File: config.mk
export PLATFORM = sky130hd
export DESIGN_NAME = dual_issue_unit_flat
export DESIGN_NICKNAME = d
export VERILOG_FILES = /design/src/rtl/dual_issue_unit_if.sv /design/src/rtl/dual_issue_unit.sv /design/src/flat_wrapper.sv
export SDC_FILE = /design/constraint.sdc
export NUM_CORES = 1
export LEC_CHECK = 0
export ABC_AREA = 1
export CAP_MARGIN = 20
export CORE_UTILIZATION = 46
export DETAILED_ROUTE_END_ITERATION = 6
export PLACE_DENSITY = 0.92
export RECOVER_POWER = 25
export SLEW_MARGIN = 10
export SYNTH_ARGS = -nofsm -noshare
export SYNTH_HDL_FRONTEND = slang
export SYNTH_SLANG_ARGS = --single-unit
File: constraint.sdc
create_clock -name clk -period 5.4 [get_ports clk]
set_input_delay 0.54 -clock clk [delete_from_list [all_inputs] [get_ports clk]]
set_output_delay 0.54 -clock clk [all_outputs]
set_load 0.01 [all_outputs]
File: src/rtl/dual_issue_unit_if.sv
// Fetch-pair, downstream stall/flush and issue-side signals for dual_issue_unit.
// slave: the issue unit. master: the fetch/pipeline side driving it.
interface dual_issue_unit_if;
  // Fetched pair, A older than B
  logic [31:0] instrA_IF;
  logic [31:0] instrB_IF;
  logic        validA_IF;
  logic        validB_IF;
  logic        pairValid_IF;
  logic        pipeA_IF;
  logic        pipeB_IF;
  // Dependency info: A's destination, B's sources
  logic [6:0]  rtA_IF;
  logic [6:0]  raB_IF;
  logic [6:0]  rbB_IF;
  logic [6:0]  rcB_IF;
  logic        wrA_IF;
  logic        useRaB_IF;
  logic        useRbB_IF;
  logic        useRcB_IF;
  // Downstream control
  logic        stallEven;
  logic        stallOdd;
  logic        flush;
  // Issue side
  logic        readyPair;
  logic [31:0] instrEven_ISS;
  logic [31:0] instrOdd_ISS;
  logic        validEven_ISS;
  logic        validOdd_ISS;
  logic [15:0] dualCount;

  modport slave (
    input  instrA_IF, instrB_IF, validA_IF, validB_IF, pairValid_IF, pipeA_IF, pipeB_IF,
    input  rtA_IF, raB_IF, rbB_IF, rcB_IF, wrA_IF, useRaB_IF, useRbB_IF, useRcB_IF,
    input  stallEven, stallOdd, flush,
    output readyPair, instrEven_ISS, instrOdd_ISS, validEven_ISS, validOdd_ISS, dualCount
  );

  modport master (
    output instrA_IF, instrB_IF, validA_IF, validB_IF, pairValid_IF, pipeA_IF, pipeB_IF,
    output rtA_IF, raB_IF, rbB_IF, rcB_IF, wrA_IF, useRaB_IF, useRbB_IF, useRcB_IF,
    output stallEven, stallOdd, flush,
    input  readyPair, instrEven_ISS, instrOdd_ISS, validEven_ISS, validOdd_ISS, dualCount
  );
endinterface

File: src/rtl/dual_issue_unit.sv
// Dual-issue unit: buffers one fetched instruction pair and steers it onto the even/odd
// pipes, issuing both in one cycle when they use different pipes and B does not read A's
// result. Optional feature macro: DUAL_ISSUE_EN (undefined: A and B always issue in
// separate cycles and dualCount reads 0).
module dual_issue_unit (
  input logic             clk,
  input logic             reset,
  dual_issue_unit_if.slave bus
);

`ifdef DUAL_ISSUE_EN
  localparam bit DualEn = 1'b1;
`else
  localparam bit DualEn = 1'b0;
`endif

  localparam logic [1:0] StEmpty  = 2'd0;
  localparam logic [1:0] StPair   = 2'd1;
  localparam logic [1:0] StSecond = 2'd2;

  logic [1:0]  state_q, state_d;
  logic [31:0] instr_a_q, instr_a_d;
  logic [31:0] instr_b_q, instr_b_d;
  logic        valid_b_q, valid_b_d;
  logic        pipe_a_q, pipe_a_d;
  logic        pipe_b_q, pipe_b_d;
  logic        hazard_q, hazard_d;

  logic stall_a, stall_b, pair_ok;
  logic present_a, present_b, issue_a, issue_b, all_done;
  logic ready_core, capture, hazard_in;

  assign stall_a = pipe_a_q ? bus.stallOdd : bus.stallEven;
  assign stall_b = pipe_b_q ? bus.stallOdd : bus.stallEven;
  assign pair_ok = DualEn && valid_b_q && (pipe_b_q != pipe_a_q) && !hazard_q;

  assign hazard_in = bus.wrA_IF && bus.validA_IF && bus.validB_IF &&
                     ((bus.useRaB_IF && (bus.raB_IF == bus.rtA_IF)) ||
                      (bus.useRbB_IF && (bus.rbB_IF == bus.rtA_IF)) ||
                      (bus.useRcB_IF && (bus.rcB_IF == bus.rtA_IF)));

  // Decide what is presented and what issues this cycle; B rides along only once A goes
  always_comb begin
    present_a = 1'b0;
    present_b = 1'b0;
    issue_a   = 1'b0;
    issue_b   = 1'b0;
    all_done  = 1'b0;
    case (state_q)
      StPair: begin
        present_a = !bus.flush;
        issue_a   = present_a && !stall_a;
        present_b = pair_ok && issue_a;
        issue_b   = present_b && !stall_b;
        all_done  = issue_a && (!valid_b_q || issue_b);
      end
      StSecond: begin
        present_b = !bus.flush;
        issue_b   = present_b && !stall_b;
        all_done  = issue_b;
      end
      default: ;
    endcase
  end

  // Ready when idle or draining completely this cycle (same-edge refill); never under flush
  assign ready_core    = !bus.flush && ((state_q == StEmpty) || all_done);
  assign bus.readyPair = reset || ready_core;
  assign capture       = bus.pairValid_IF && ready_core;

  // Route presented instructions onto pipes; unpresented pipes read as zero
  always_comb begin
    bus.validEven_ISS = 1'b0;
    bus.validOdd_ISS  = 1'b0;
    bus.instrEven_ISS = 32'd0;
    bus.instrOdd_ISS  = 32'd0;
    if (present_a) begin
      if (pipe_a_q) begin
        bus.validOdd_ISS = 1'b1;
        bus.instrOdd_ISS = instr_a_q;
      end else begin
        bus.validEven_ISS = 1'b1;
        bus.instrEven_ISS = instr_a_q;
      end
    end
    if (present_b) begin
      if (pipe_b_q) begin
        bus.validOdd_ISS = 1'b1;
        bus.instrOdd_ISS = instr_b_q;
      end else begin
        bus.validEven_ISS = 1'b1;
        bus.instrEven_ISS = instr_b_q;
      end
    end
  end

  // Next state and buffer: flush wins, then drain progress, then capture of a new pair
  always_comb begin
    state_d   = state_q;
    instr_a_d = instr_a_q;
    instr_b_d = instr_b_q;
    valid_b_d = valid_b_q;
    pipe_a_d  = pipe_a_q;
    pipe_b_d  = pipe_b_q;
    hazard_d  = hazard_q;
    if (bus.flush) begin
      state_d   = StEmpty;
      instr_a_d = 32'd0;
      instr_b_d = 32'd0;
      valid_b_d = 1'b0;
      pipe_a_d  = 1'b0;
      pipe_b_d  = 1'b0;
      hazard_d  = 1'b0;
    end else begin
      case (state_q)
        StPair: begin
          if (issue_a) begin
            state_d = (valid_b_q && !issue_b) ? StSecond : StEmpty;
          end
        end
        StSecond: begin
          if (issue_b) begin
            state_d = StEmpty;
          end
        end
        default: ;
      endcase
      if (capture) begin
        instr_a_d = bus.instrA_IF;
        instr_b_d = bus.instrB_IF;
        valid_b_d = bus.validB_IF;
        pipe_a_d  = bus.pipeA_IF;
        pipe_b_d  = bus.pipeB_IF;
        hazard_d  = hazard_in;
        if (bus.validA_IF) begin
          state_d = StPair;
        end else if (bus.validB_IF) begin
          state_d = StSecond;
        end else begin
          state_d = StEmpty;
        end
      end
    end
  end

  // Pair buffer and FSM state
  always_ff @(posedge clk or posedge reset) begin
    if (reset) begin
      state_q   <= StEmpty;
      instr_a_q <= 32'd0;
      instr_b_q <= 32'd0;
      valid_b_q <= 1'b0;
      pipe_a_q  <= 1'b0;
      pipe_b_q  <= 1'b0;
      hazard_q  <= 1'b0;
    end else begin
      state_q   <= state_d;
      instr_a_q <= instr_a_d;
      instr_b_q <= instr_b_d;
      valid_b_q <= valid_b_d;
      pipe_a_q  <= pipe_a_d;
      pipe_b_q  <= pipe_b_d;
      hazard_q  <= hazard_d;
    end
  end

`ifdef DUAL_ISSUE_EN
  logic [15:0] dual_count_q;

  // Count edges where both instructions of a pair issue together; wraps naturally
  always_ff @(posedge clk or posedge reset) begin
    if (reset) begin
      dual_count_q <= 16'd0;
    end else if (issue_a && issue_b) begin
      dual_count_q <= dual_count_q + 16'd1;
    end
  end

  assign bus.dualCount = dual_count_q;
`else
  assign bus.dualCount = 16'd0;
`endif

endmodule
File: src/flat_wrapper.sv
// flat-port wrapper written by rule: the top's interface ports become plain ports
module dual_issue_unit_flat 
  (clk, reset, bus_instrA_IF, bus_instrB_IF, bus_validA_IF, bus_validB_IF, bus_pairValid_IF, bus_pipeA_IF, bus_pipeB_IF, bus_rtA_IF, bus_raB_IF, bus_rbB_IF, bus_rcB_IF, bus_wrA_IF, bus_useRaB_IF, bus_useRbB_IF, bus_useRcB_IF, bus_stallEven, bus_stallOdd, bus_flush, bus_readyPair, bus_instrEven_ISS, bus_instrOdd_ISS, bus_validEven_ISS, bus_validOdd_ISS, bus_dualCount);
  dual_issue_unit_if bus_i ();
  input logic clk;
  input logic reset;
  input wire logic [$bits(bus_i.instrA_IF)-1:0] bus_instrA_IF;
  input wire logic [$bits(bus_i.instrB_IF)-1:0] bus_instrB_IF;
  input wire logic [$bits(bus_i.validA_IF)-1:0] bus_validA_IF;
  input wire logic [$bits(bus_i.validB_IF)-1:0] bus_validB_IF;
  input wire logic [$bits(bus_i.pairValid_IF)-1:0] bus_pairValid_IF;
  input wire logic [$bits(bus_i.pipeA_IF)-1:0] bus_pipeA_IF;
  input wire logic [$bits(bus_i.pipeB_IF)-1:0] bus_pipeB_IF;
  input wire logic [$bits(bus_i.rtA_IF)-1:0] bus_rtA_IF;
  input wire logic [$bits(bus_i.raB_IF)-1:0] bus_raB_IF;
  input wire logic [$bits(bus_i.rbB_IF)-1:0] bus_rbB_IF;
  input wire logic [$bits(bus_i.rcB_IF)-1:0] bus_rcB_IF;
  input wire logic [$bits(bus_i.wrA_IF)-1:0] bus_wrA_IF;
  input wire logic [$bits(bus_i.useRaB_IF)-1:0] bus_useRaB_IF;
  input wire logic [$bits(bus_i.useRbB_IF)-1:0] bus_useRbB_IF;
  input wire logic [$bits(bus_i.useRcB_IF)-1:0] bus_useRcB_IF;
  input wire logic [$bits(bus_i.stallEven)-1:0] bus_stallEven;
  input wire logic [$bits(bus_i.stallOdd)-1:0] bus_stallOdd;
  input wire logic [$bits(bus_i.flush)-1:0] bus_flush;
  output wire logic [$bits(bus_i.readyPair)-1:0] bus_readyPair;
  output wire logic [$bits(bus_i.instrEven_ISS)-1:0] bus_instrEven_ISS;
  output wire logic [$bits(bus_i.instrOdd_ISS)-1:0] bus_instrOdd_ISS;
  output wire logic [$bits(bus_i.validEven_ISS)-1:0] bus_validEven_ISS;
  output wire logic [$bits(bus_i.validOdd_ISS)-1:0] bus_validOdd_ISS;
  output wire logic [$bits(bus_i.dualCount)-1:0] bus_dualCount;
  assign bus_i.instrA_IF = bus_instrA_IF;
  assign bus_i.instrB_IF = bus_instrB_IF;
  assign bus_i.validA_IF = bus_validA_IF;
  assign bus_i.validB_IF = bus_validB_IF;
  assign bus_i.pairValid_IF = bus_pairValid_IF;
  assign bus_i.pipeA_IF = bus_pipeA_IF;
  assign bus_i.pipeB_IF = bus_pipeB_IF;
  assign bus_i.rtA_IF = bus_rtA_IF;
  assign bus_i.raB_IF = bus_raB_IF;
  assign bus_i.rbB_IF = bus_rbB_IF;
  assign bus_i.rcB_IF = bus_rcB_IF;
  assign bus_i.wrA_IF = bus_wrA_IF;
  assign bus_i.useRaB_IF = bus_useRaB_IF;
  assign bus_i.useRbB_IF = bus_useRbB_IF;
  assign bus_i.useRcB_IF = bus_useRcB_IF;
  assign bus_i.stallEven = bus_stallEven;
  assign bus_i.stallOdd = bus_stallOdd;
  assign bus_i.flush = bus_flush;
  assign bus_readyPair = bus_i.readyPair;
  assign bus_instrEven_ISS = bus_i.instrEven_ISS;
  assign bus_instrOdd_ISS = bus_i.instrOdd_ISS;
  assign bus_validEven_ISS = bus_i.validEven_ISS;
  assign bus_validOdd_ISS = bus_i.validOdd_ISS;
  assign bus_dualCount = bus_i.dualCount;
  dual_issue_unit u_core (.clk(clk), .reset(reset), .bus(bus_i));
endmodule
======== Word-level counts from Yosys, hierarchy flattened ========
Index checks and enable logic that the tools add are counted.
word-level totals
  register bits ........................... 69
  input port bits ......................... 106
cells by class
  equality and inequality tests ........... 4
  multiplexer cells ....................... 41
  reduce and logical (&&, ||, !) cells .... 17
operators with widths
  operator                                       number
  2-to-1 mux 32 bit                              12
  2-to-1 mux 1 bit                               20
  2-to-1 mux 2 bit                               7
  != test 4 x 2 -> 1 bit, second input constant  2
  logical AND 1 bit                              6
  logical NOT 1 bit                              5
  one-hot mux 2 bit (2 select lines)             1
  nonzero test 4 bit                             1
  AND reduction 3 bit                            1
  == test 2 x 1 -> 1 bit, second input constant  1
  == test 2 bit, second input constant           1
  logical NOT 2 bit                              1
  logical OR 1 bit                               2
  one-hot mux 1 bit (2 select lines)             1
  nonzero test 2 bit                             1

======== Depth between registers and ports, before layout ========
  depth in word-level cells ............... 11
  depth in mapped cells ................... 14
  mapped depth without buffers ............ 14

======== Worst setup path before layout ========
OpenSTA, ideal clock, no wires.
  path type ............................... input to output
  start ................................... input port reset
  end ..................................... output port bus_readyPair
  arrival time ............................ 2.282 ns
  required time ........................... 4.860 ns
  path slack .............................. 2.578 ns
  stages on the path ...................... 2
  path buffers ............................ 0
  cell sequence ........................... inv_1 nand2_1
on the way
  word-level cells in the longest chain between the ends .. 1
ends and longest elaborated chain
  item                RTL line               RTL
  start: declaration  flat_wrapper.sv:6      input logic reset;
  logical OR 1 bit    dual_issue_unit.sv:68  assign bus.readyPair = reset || ready_core;
  end: declaration    flat_wrapper.sv:25     output wire logic [$bits(bus_i.readyPair)-1:0] bus_readyPair;
Every way passes these cells.

======== Final worst setup path ========
  start ................................... input port bus_flush
  end ..................................... output port bus_instrOdd_ISS[9]
on the way
  word-level cells in the longest chain between the ends .. 5
  elaborated cells between the ends (all ways) .. 6
  classes of those cells .................. mux (5); reduce/logical (1)
ends and longest elaborated chain
  item                   RTL line                                      RTL
  start: declaration     flat_wrapper.sv:24                            input wire logic [$bits(bus_i.flush)-1:0] bus_flush;
  logical NOT 1 bit (*)  dual_issue_unit.sv:51, dual_issue_unit.sv:58
  2-to-1 mux 1 bit       dual_issue_unit.sv:49                         case (state_q)
  2-to-1 mux 32 bit      dual_issue_unit.sv:77                         if (present_a) begin
  2-to-1 mux 32 bit      dual_issue_unit.sv:87                         if (pipe_b_q) begin
  2-to-1 mux 32 bit (*)  dual_issue_unit.sv:86                         if (present_b) begin
  end: declaration       flat_wrapper.sv:27                            output wire logic [$bits(bus_i.instrOdd_ISS)-1:0] bus_instrOdd_ISS;
Every way passes the cells marked *; elsewhere a longest branch is shown, timed or not.

==> impl_metrics.ini <==
[run_status]
status = finished, violations left
violations = design-rule violations, max-capacitance violations, max-slew violations

[placement]
port_buffers = 140
dp_hpwl_um = 7360
dpl_worst_slack_ns = 1.66
place_area_um2 = 5530
gpl.final_weighted_congestion = 0.879

[clock_network]
cts_max_path_buffers = 2
clk_latency_ns = 0.33
cts.sinks = 69
cts-buffers-inserted = 9
hold_buffers = 0
clk_pin_slew_worst_paths_ns = 0.07
cts-root-buf = clkbuf_8
cts_max_level = 3
ctsResizeCount = 0
post_cts_buffers = 0
cts_tree = yes

[synthesis]
async_reset_ff_frac = 1.00
synthCells = 435
syn_avg_cell_area_um2 = 9.84
syn_area_um2 = 4280
synth_ff_type = dfrtp_1
synth-edff-count = 0
seq_area_frac_synth = 0.403
ys_warn_count = 0
ys_ff_latch = 69
ys_types = 25

[job]
maxCapViolCount = 1

[power]
ir_worst_vdd_mv = 0.131
leakage_uw = 0.00235
power_density_nw_per_um2 = 248

[floorplan]
fp.dieH_um = 98.5
die_area_um2 = 9700
coreArea_um2 = 8850
fp.dieW_um = 98.5
row_count = 34
io_pins = 189
initial_utilization = 0.484

[worst_setup_path]
crit_top_cell = clkdlybuf4s50_1
cp-end-kind = output port
critPathMaxFanout = 18
worst-path-stages = 6
crit_family = buffers and inverters
arrival_ns = 3.22
path_cells = clkdlybuf4s50_1 -> inv_4 -> nand4_1 -> buf_4 -> o22ai_1 -> clkdlybuf4s50_1
max_stage_delay_ns = 0.66
r2r_slack_ns = 2.74
cp_slowest_cell = nand4_1
critical_path_class = in2out
r2r-start = u_core.state_q[1]
crit_path_end = bus_instrOdd_ISS[9]
critical_path_buf_inv_count = 4
r2r_cells = 13
crit_start = bus_flush
start_kind = input pin
rr_endpoint = u_core.instr_b_q[17]
critical_path_required_ns = 4.86

[global_route]
grt_usage = 0.232
grt_pass1_vias = 3677
grt_max_degree = 133
grt_pass1_wl_um = 17800
grt-ovfl-total = 0
antenna_found_initial = 0

[cells_and_area]
mostFrequentLayoutCells = clkdlybuf4s50_1, inv_1, dfrtp_1
n_antenna_cell = 0
final_common_cell = clkdlybuf4s50_1
finish.net_count = 667
drive_gt1_frac = 0.279
n_fill_cell = 698
multiInputGateArea_um2 = 1930
seqCellArea_um2 = 1730
stdcell_area_um2 = 5780
syn_to_final_growth_pct = 35.0

[routing]
drt_wl_total_um = 10900
drc = 11
route.vias.total = 3614
ant_nets = 0
vias_per_cell = 5.39
routedWlPerCell_um = 16.2
drt_iter0_markers = 169
drtPass1Iterations = 7

[hold_path]
holdCritStartpoint = u_core.instr_b_q[20]
hold_class = reg2reg
hold_depth = 2

[sta]
tightest_slew_ns = 1.93
drv_slew = 36
tns_ns = 0
finClkSkew_ns = 0.0110
finalCritPeriodShare = 0.696
setup_viol = 0
final.min_clock_period_ns = 3.76
layout_setup_ws_ns = 1.64
rsz0062_at_grt = false
finalHoldViolCount = 0
slew_headroom = -0.285
fmax_ghz = 0.266
routing by layer:
layer | vias to the layer above | wire [um] | global-route usage
met3 | 13 | 618 | 0.0411
met4 | 0 | 157 | 0.0827
met2 | 139 | 5610 | 0.393
met5 | - | 0 | 0
li1 | 1710 | - | -
met1 | 1752 | 4480 | 0.299
worst min path at each step:
| stage | endpoint |
|---|---|
| after global routing | u_core.instr_a_q[21] |
| final | u_core.instr_b_q[20] |
| after floorplan | u_core.instr_b_q[25] |
| after CTS | u_core.instr_a_q[21] |
| after detailed placement | u_core.instr_a_q[12] |
| after global placement | u_core.instr_a_q[18] |
logic make-up (layout without fill, tap and decap cells):
kind of cell | Yosys count | in the layout | share of synthesized area
AOI/OAI and AO/OA | 136 | 136 | 0.235
buffers and inverters | 127 | 240 | 0.161
and+or+nand+nor | 99 | 99 | 0.191
DFF | 69 | 69 | 0.403
adders and majority gates | 3 | 3 | 0.00877
other | 1 | 16 | 0.000876
stage by stage:
stage	std cells	hold slack (ns)	utilization	total power, uW
after global placement	654	0.515	0.625	948
after floorplan	450	0.498	-	856
after CTS	670	0.540	0.650	1440
after detailed placement	654	0.523	0.625	965
after global routing	671	0.559	0.653	1510
final	671	0.537	0.653	1430
synthesized netlist by cell type (2+ instances only):
cell | number | area, um2
buf_12 | 8 | 160
buf_2 | 13 | 65.1
buf_4 | 16 | 120
clkbuf_1 | 12 | 45.0
dfrtp_1 | 69 | 1730
ha_1 | 3 | 37.5
inv_1 | 74 | 278
inv_2 | 3 | 11.3
nand2_1 | 20 | 75.1
nand2_2 | 2 | 12.5
nand3_1 | 5 | 25.0
nand3_2 | 64 | 641
nand4_1 | 4 | 25.0
o21ai_0 | 4 | 20.0
o21ai_1 | 2 | 10.0
o21ai_2 | 64 | 561
o22ai_1 | 64 | 400
registers in the layout (all words and copies together) (netlist names):
name and cells:
u_core.instr_b_q 32, u_core.instr_a_q 32, u_core.valid_b_q 1, u_core.pipe_b_q 1, u_core.state_q 2, u_core.pipe_a_q 1
power by group:
part | total (uW) | internal [uW] | switching, uW
registers | 586 | 568 | 18.1
clock network | 474 | 274 | 201
logic | 369 | 151 | 218
area by class of cell:
| cell class | count | area share |
|---|---|---|
| Clock buffer | 11 | 0.0245 |
| Inverter | 77 | 0.0505 |
| Tap cell | 108 | 0.0234 |
| Clock inverter | 5 | 0.0145 |
| Sequential cell | 69 | 0.299 |
| Multi-Input combinational cell | 254 | 0.334 |
| Timing Repair Buffer | 147 | 0.254 |
tightest hold or removal path: cells and delay by family, from the launching register on:
family	cells	cell delay [ns]
DFF	1	0.32
AOI/OAI and AO/OA	1	0.12
buffers and inverters	1	0.06
Note: power is estimated with default switching activity, not from simulation.
